**config.mk**
```make
export PLATFORM = sky130hd
export DESIGN_NAME = pow2_div_stream
export DESIGN_NICKNAME = d
export VERILOG_FILES = /design/src/rtl/pca_scale_pkg.sv /design/src/rtl/pow2_div_lane.sv /design/src/rtl/pow2_div_stream.sv
export SDC_FILE = /design/constraint.sdc
export NUM_CORES = 1
export LEC_CHECK = 0
export CORE_MARGIN = 2
export CORE_UTILIZATION = 50
export CTS_CLUSTER_SIZE = 25
export DETAILED_ROUTE_END_ITERATION = 16
export HOLD_SLACK_MARGIN = 0.12
export PLACE_DENSITY = 0.82
export SLEW_MARGIN = 20
export SYNTH_ARGS = -nofsm -noshare
export SYNTH_HDL_FRONTEND = slang
export SYNTH_SLANG_ARGS = --single-unit
```
**constraint.sdc**
```tcl
create_clock -name clk -period 2 [get_ports clk]
set_input_delay 0.5 -clock clk [delete_from_list [all_inputs] [get_ports clk]]
set_output_delay 0.5 -clock clk [all_outputs]
set_load 0.005 [all_outputs]
```
**src/rtl/pca_scale_pkg.sv**
```systemverilog
// ----------------------------------------------------------------------------
// pca_scale_pkg
//  Shared types and helpers for the PCA scaling datapath.
//  - shw_f       : shift-amount width for a given element width ($clog2(w)+1)
//                  so that k = DATA_W itself is representable.
//  - lane_t      : one lane element at the default element width
//  - shamt_t     : shift amount at the default element width
//  - round_mode_e: rounding behaviour of the build, for status reporting.
//  The rounding mode follows the POW2_DIV_ROUND_EN macro, which is evaluated
//  where the lanes are built.
// ----------------------------------------------------------------------------
package pca_scale_pkg;

  function automatic int shw_f(input int dw);
    return $clog2(dw) + 1;
  endfunction

  localparam int DATA_W_DEF = 8;
  localparam int SHW_DEF    = shw_f(DATA_W_DEF);

  typedef logic [DATA_W_DEF-1:0] lane_t;
  typedef logic [SHW_DEF-1:0]    shamt_t;

  typedef enum logic {
    RND_TRUNC   = 1'b0,
    RND_HALF_UP = 1'b1
  } round_mode_e;

endpackage

```
**src/rtl/pow2_div_lane.sv**
```systemverilog
// ----------------------------------------------------------------------------
// pow2_div_lane
//  Combinational divide-by-2^k for one lane element.
//  Build option: POW2_DIV_ROUND_EN
//    undefined -> floor (plain shift), sat always 0
//    defined   -> round-half-up for 1 <= k < DATA_W, clamped to the largest
//                 representable value with sat raised on overflow
//  Ports:
//    x   : lane element (two's complement when SIGNED=1)
//    k   : shift amount
//    y   : x / 2^k
//    sat : rounding result was clamped
// ----------------------------------------------------------------------------
module pow2_div_lane import pca_scale_pkg::*; #(
  parameter int DATA_W = 8,
  parameter bit SIGNED = 1'b1,
  localparam int SHW   = shw_f(DATA_W)
) (
  input  logic [DATA_W-1:0] x,
  input  logic [SHW-1:0]    k,
  output logic [DATA_W-1:0] y,
  output logic              sat
);

`ifdef POW2_DIV_ROUND_EN
  localparam round_mode_e MODE = RND_HALF_UP;
`else
  localparam round_mode_e MODE = RND_TRUNC;
`endif

  // Shifts of DATA_W or more leave only sign fill (or zero).
  function automatic logic [DATA_W-1:0] div_trunc(input logic [DATA_W-1:0] v,
                                                  input logic [SHW-1:0]    sh);
    logic signed [DATA_W-1:0] sv;
    sv = v;
    if (sh >= SHW'(DATA_W))
      div_trunc = SIGNED ? {DATA_W{v[DATA_W-1]}} : '0;
    else if (SIGNED)
      div_trunc = sv >>> sh;
    else
      div_trunc = v >> sh;
  endfunction

  // One guard bit above the element absorbs the +2^(k-1) carry.
  function automatic logic [DATA_W:0] round_shift(input logic [DATA_W-1:0] v,
                                                  input logic [SHW-1:0]    sh);
    logic signed [DATA_W:0] ext;
    logic signed [DATA_W:0] half;
    ext  = SIGNED ? {v[DATA_W-1], v} : {1'b0, v};
    half = (DATA_W+1)'(1) << (sh - 1'b1);
    ext  = ext + half;
    round_shift = SIGNED ? (ext >>> sh) : (ext >> sh);
  endfunction

  // Returns {sat, value}. Rounding only moves upward, so overflow clamps to
  // the positive maximum.
  function automatic logic [DATA_W:0] sat_clamp(input logic [DATA_W:0] r);
    logic ovf;
    ovf = SIGNED ? (r[DATA_W] != r[DATA_W-1]) : r[DATA_W];
    if (ovf)
      sat_clamp = {1'b1, (SIGNED ? {1'b0, {(DATA_W-1){1'b1}}} : {DATA_W{1'b1}})};
    else
      sat_clamp = {1'b0, r[DATA_W-1:0]};
  endfunction

  always_comb begin
    y   = div_trunc(x, k);
    sat = 1'b0;
    if (MODE == RND_HALF_UP && k != '0 && k < SHW'(DATA_W))
      {sat, y} = sat_clamp(round_shift(x, k));
  end

endmodule

```
**src/rtl/pow2_div_stream.sv**
```systemverilog
// ----------------------------------------------------------------------------
// pow2_div_stream
//  Streaming LANES-wide divide-by-2^k with valid/ready flow control and a
//  2-stage registered pipeline (p1 = lane results, p2 = output register).
//  Build option: POW2_DIV_ROUND_EN selects round-half-up with clamping in
//  every lane; otherwise results are floored and out_sat stays 0.
//  Ports:
//    clk, rst_n          : clock, asynchronous active-low reset
//    in_valid/in_ready   : input handshake
//    in_data             : lane i = in_data[i*DATA_W +: DATA_W]
//    in_shamt            : shift amount k, travels with the beat
//    out_valid/out_ready : output handshake
//    out_data, out_sat   : lane results and per-lane clamp flags
//    beat_cnt            : accepted input beats since reset (wraps)
//    busy                : any pipeline stage holds a beat
// ----------------------------------------------------------------------------
module pow2_div_stream import pca_scale_pkg::*; #(
  parameter int DATA_W = 8,
  parameter int LANES  = 4,
  parameter bit SIGNED = 1'b1,
  parameter int CNT_W  = 16,
  localparam int SHW   = shw_f(DATA_W)
) (
  input  logic                    clk,
  input  logic                    rst_n,
  input  logic                    in_valid,
  output logic                    in_ready,
  input  logic [LANES*DATA_W-1:0] in_data,
  input  logic [SHW-1:0]          in_shamt,
  output logic                    out_valid,
  input  logic                    out_ready,
  output logic [LANES*DATA_W-1:0] out_data,
  output logic [LANES-1:0]        out_sat,
  output logic [CNT_W-1:0]        beat_cnt,
  output logic                    busy
);

  logic                    vld_p1, vld_p2;
  logic                    rdy_p1, rdy_p2;
  logic [LANES*DATA_W-1:0] lane_y, data_p1;
  logic [LANES-1:0]        lane_sat, sat_p1;

  for (genvar i = 0; i < LANES; i++) begin : g_lane
    pow2_div_lane #(
      .DATA_W (DATA_W),
      .SIGNED (SIGNED)
    ) u_lane (
      .x   (in_data[i*DATA_W +: DATA_W]),
      .k   (in_shamt),
      .y   (lane_y[i*DATA_W +: DATA_W]),
      .sat (lane_sat[i])
    );
  end

  // A stage can load when it is empty or its contents leave this cycle.
  assign rdy_p2    = ~vld_p2 | out_ready;
  assign rdy_p1    = ~vld_p1 | rdy_p2;
  assign in_ready  = rdy_p1;
  assign out_valid = vld_p2;
  assign busy      = vld_p1 | vld_p2;

  // ---- stage p1: lane results ----
  always_ff @(posedge clk) begin
    if (rdy_p1 && in_valid) begin
      data_p1 <= lane_y;
      sat_p1  <= lane_sat;
    end
  end

  // ---- stage p2: output register, valids, beat counter ----
  always_ff @(posedge clk or negedge rst_n) begin
    if (!rst_n) begin
      vld_p1   <= 1'b0;
      vld_p2   <= 1'b0;
      out_data <= '0;
      out_sat  <= '0;
      beat_cnt <= '0;
    end else begin
      if (rdy_p1)
        vld_p1 <= in_valid;
      if (rdy_p2) begin
        vld_p2 <= vld_p1;
        if (vld_p1) begin
          out_data <= data_p1;
          out_sat  <= sat_p1;
        end
      end
      if (in_valid && rdy_p1)
        beat_cnt <= beat_cnt + 1'b1;
    end
  end

endmodule

```
==> tab_implementation.tex, run 1 <==
\begin{tabular}{lr}
\hline
Metric & Value \\
\hline
\multicolumn{2}{l}{\textbf{Logic synthesis}} \\
\quad YS warnings & 0 \\
\quad Number of distinct standard cells referenced by the synthesized netlist & 44 \\
\quad Sequential element share of the synthesized area & 0.536 \\
\quad Synthesized area divided by synthesized cell count & 12.6 um2 \\
\quad Synthesized instance count & 327 \\
\quad Flops \& latches, synth & 82 \\
\quad Netlist area before placement & 4130 um2 \\
\multicolumn{2}{l}{\textbf{CTS}} \\
\quad Clock slew at the register clock pins of the worst setup and hold paths & 0.08 ns \\
\quad Clock tree from TritonCTS & yes \\
\quad Clock Latency Late Sink & 0.34 ns \\
\quad Cell chosen for the clock root & clkbuf\_8 \\
\quad H-tree lvl count & 3 \\
\quad CTS max path bufs & 2 \\
\quad \# clock sinks & 82 \\
\quad Cts bufs inserted & 9 \\
\multicolumn{2}{l}{\textbf{Worst setup path}} \\
\quad Data arrival, critical path & 1.39 ns \\
\quad Required time worst endpoint & 1.50 ns \\
\quad Crit. End Element & primary output \\
\quad Critical Path Start Type & input port \\
\quad Crit-path max FO & 2 \\
\quad Worst Path Class, Setup & in -> out \\
\multicolumn{2}{l}{\textbf{Finish}} \\
\quad Final core occ & 0.687 \\
\quad Synthesis-to-layout area growth & 34.7\% \\
\quad Number of antenna cells inserted & 0 \\
\quad Fraction of layout instances using a drive strength above 1 & 0.250 \\
\quad \# nets final & 488 \\
\quad Reg area & 2210 um2 \\
\quad Filler Cells Inserted & 603 \\
\quad Total area of multi-input combinational cells & 1750 um2 \\
\quad Final cell count without fillers & 557 \\
\multicolumn{2}{l}{\textbf{Floorplan}} \\
\quad Core region area & 8090 um2 \\
\quad Die area & 9000 um2 \\
\quad Site Rows & 33 \\
\quad Width of the die & 94.8 um \\
\quad Starting utilization of the core area & 0.510 \\
\quad Ports placed on the boundary & 95 \\
\quad Height of the die & 94.8 um \\
\multicolumn{2}{l}{\textbf{Drt}} \\
\quad Number of remaining DRC errors & 0 \\
\quad Antenna Nets Post-Route & 0 \\
\quad Number of DRC markers after the initial detailed-route iteration & 151 \\
\quad Wirelength, routed & 9.35 mm \\
\quad Detailed-route vias per instance & 5.47 \\
\quad Drt pass-1 iters & 4 \\
\quad Detailed-route via count & 3049 \\
\quad Detailed-route wire length per cell & 16.8 um \\
\multicolumn{2}{l}{\textbf{GRT}} \\
\quad Maximum number of pins on one net before global-route repair & 38 \\
\quad Total GRT Usage & 0.223 \\
\quad Antenna violations before repair & 0 \\
\quad Wire length of the first global-routing pass & 15.1 mm \\
\quad Remaining global-route overflow & 0 \\
\quad Number of global-route vias before repair & 3049 \\
\multicolumn{2}{l}{\textbf{Power}} \\
\quad Total power of the final layout & 4500 uW \\
\quad Static leakage & 0.00226 uW \\
\quad Areal power density over the cells & 810 nW/um2 \\
\quad Maximum vdd ir drop & 0.347 mV \\
\multicolumn{2}{l}{\textbf{Run status}} \\
\quad Outcome & completed \\
\multicolumn{2}{l}{\textbf{Placed design}} \\
\quad RePlAce Congestion & 0.918 \\
\quad Placed insts & 538 \\
\quad I/O Buffers & 90 \\
\quad Final HPWL from detailed placement & 6.99 mm \\
\multicolumn{2}{l}{\textbf{Timing}} \\
\quad Final period utilization & 0.946 \\
\quad Setup repair after global routing missed its margin & false \\
\quad Fmax & 529 MHz \\
\quad Minimum period implied by the final worst setup slack & 1.89 ns \\
\quad Count of endpoints failing hold in the final timing report & 0 \\
\quad Final setup violation count & 0 \\
\quad Final slew viol count & 0 \\
\quad Worst clock skew on the final layout & 0.00922 ns \\
\quad Final worst hold slack & 0.474 ns \\
\multicolumn{2}{l}{\textbf{Flow run}} \\
\quad Maximum capacitance violations & 0 \\
\multicolumn{2}{l}{\textbf{Hold path}} \\
\quad Worst min path class & reg -> reg \\
\hline
\end{tabular}
-- cell usage after synthesis --
library cell / number / share of area
nand2_1: 23 / 0.021
nand3_1: 6 / 0.0073
nand4_1: 4 / 0.0061
nor3_4: 1 / 0.0039
buf_6: 6 / 0.016
a221oi_1: 3 / 0.0064
o211ai_1: 2 / 0.0036
mux4_2: 5 / 0.027
clkbuf_1: 2 / 0.0018
or2_1: 1 / 0.0015
or3_4: 1 / 0.0027
nand3b_2: 1 / 0.0027
ha_1: 1 / 0.0030
or3_1: 2 / 0.0030
o22ai_1: 10 / 0.015
edfxtp_1: 32 / 0.23
o31ai_1: 4 / 0.0073
nor2_1: 14 / 0.013
xor2_1: 6 / 0.013
buf_4: 7 / 0.013
and3_1: 4 / 0.0061
a21oi_1: 13 / 0.016
a211oi_1: 4 / 0.0073
nor3_1: 3 / 0.0036
buf_2: 7 / 0.0085
mux2_4: 3 / 0.011
dfrtp_1: 50 / 0.30
and4_1: 3 / 0.0064
mux4_1: 1 / 0.0064
a21o_1: 1 / 0.0018
or2_2: 2 / 0.0030
nor4bb_1: 1 / 0.0024
nor2b_1: 4 / 0.0061
o21ai_0: 15 / 0.018
o21a_1: 3 / 0.0055
inv_1: 2 / 0.0018
o22a_1: 1 / 0.0021
nand2b_1: 10 / 0.015
conb_1: 1 / 0.00091
mux2_2: 47 / 0.13
buf_1: 1 / 0.00091
mux2i_1: 10 / 0.024
xnor2_1: 9 / 0.019
nand4b_1: 1 / 0.0021
-- critical path, cell delays in order --
cell	delay [ns]
clkdlybuf4s50_1	0.40
nand3b_2	0.21
dlygate4sd2_1	0.27
-- flip-flops by register name (all words and copies together) (netlist names) --
name	cells
out_valid	1
vld_p1	1
data_p1	32
beat_cnt	16
out_data	32
-- layout by cell type (no fill, tap or decap), types with 3 or more instances in the layout --
cell and count:
clkbuf_1 3, mux2_2 47, dfrtp_1 50, buf_12 5, xor2_1 6, o22ai_1 10, a211oi_1 4, mux2_4 3
nor2b_1 4, and4_1 3, o31ai_1 4, a21oi_1 13, nand3_1 6, clkdlybuf4s50_1 86, nor3_1 3, nand4_1 4
nor2_1 14, buf_4 33, o21a_1 3, nand2_1 23, nand2b_1 10, edfxtp_1 32, o21ai_0 15, xnor2_1 9
a221oi_1 3, mux2i_1 10, conb_1 4, mux4_2 5, and3_1 4, clkbuf_8 10
-- timing repair --
| item | in CTS | in global routing |
|---|---|---|
| resized for setup | 1 | 1 |
| pin swaps | 0 | 0 |
| hold endpoints to repair | 13 | 0 |
| setup endpoints to repair | 2 | 1 |
| setup buffers | 2 | 0 |
| hold buffers | 1 | 0 |
-- per-stage QoR --
| stage | instance area, um2 | worst slack, ns | setup TNS (ns) |
|---|---|---|---|
| 2_1_floorplan | 4140 | 0.169 | 0 |
| 3_3_place_gp | 5330 | -0.117 | -1.61 |
| 3_5_place_dp | 5330 | -0.143 | -2.06 |
| 4_1_cts | 5550 | 0.0171 | 0 |
| 5_1_grt | 5560 | 0.0639 | 0 |
| 6_report | 5560 | 0.109 | 0 |
-- final timing paths --
check	cells past startpoint	slack [ns]	from	end
setup / recovery	3	0.11	out_ready	in_ready
hold / removal	1	0.47	data_p1[31]	out_data[31]
setup reg to reg	6	0.50	vld_p1	data_p1[1]
hold reg to reg	1	0.47	data_p1[31]	out_data[31]
max in group asynchronous	3	0.89	rst_n	beat_cnt[13]
min in group asynchronous	2	0.60	rst_n	beat_cnt[5]
-- routing by layer --
metal	track usage	routed length (um)
met3	0.0439	702
met4	0.0857	146
met1	0.298	3960
met2	0.359	4530
met5	0	0
-- cell type report --
class | instances | area share
Sequential cell | 82 | 0.398
Multi-Input combinational cell | 223 | 0.315
Timing Repair Buffer | 129 | 0.225
Clock buffer | 15 | 0.0358
Tap cell | 105 | 0.0236
Inverter | 2 | 0.00135
Clock inverter | 1 | 0.000901
-- cells by family (layout without fill, tap and decap cells) --
| group | Yosys count | count (layout) | synth area share |
|---|---|---|---|
| AOI/OAI and AO/OA | 56 | 56 | 0.0831 |
| muxes | 66 | 66 | 0.197 |
| and+or+nand+nor | 81 | 81 | 0.106 |
| xor gates and xnor gates | 15 | 15 | 0.0318 |
| buffers and inverters | 25 | 147 | 0.0421 |
| other | 1 | 4 | 0.000909 |
| adders and majority gates | 1 | 1 | 0.00303 |
| DFF | 82 | 82 | 0.536 |
-- report_power, final --
group | switching (uW) | total (uW) | internal [uW] | leakage (uW)
clock network | 562 | 1200 | 637 | 0.000104
logic | 423 | 1150 | 723 | 0.00124
registers | 156 | 2160 | 2000 | 0.000915
Note: power is estimated with default switching activity, not from simulation.
==> run 2, diff against run 1 <==
SLEW_MARGIN = 10   (was 20)
==> results of run 2 <==
Final layout, timing and power as in run 1 (identical DEF).
==> run 3, diff against run 2 <==
CTS_CLUSTER_DIAMETER = 30   (was not set)
==> results of run 3 <==
Final layout, timing and power as in run 1 (identical DEF).
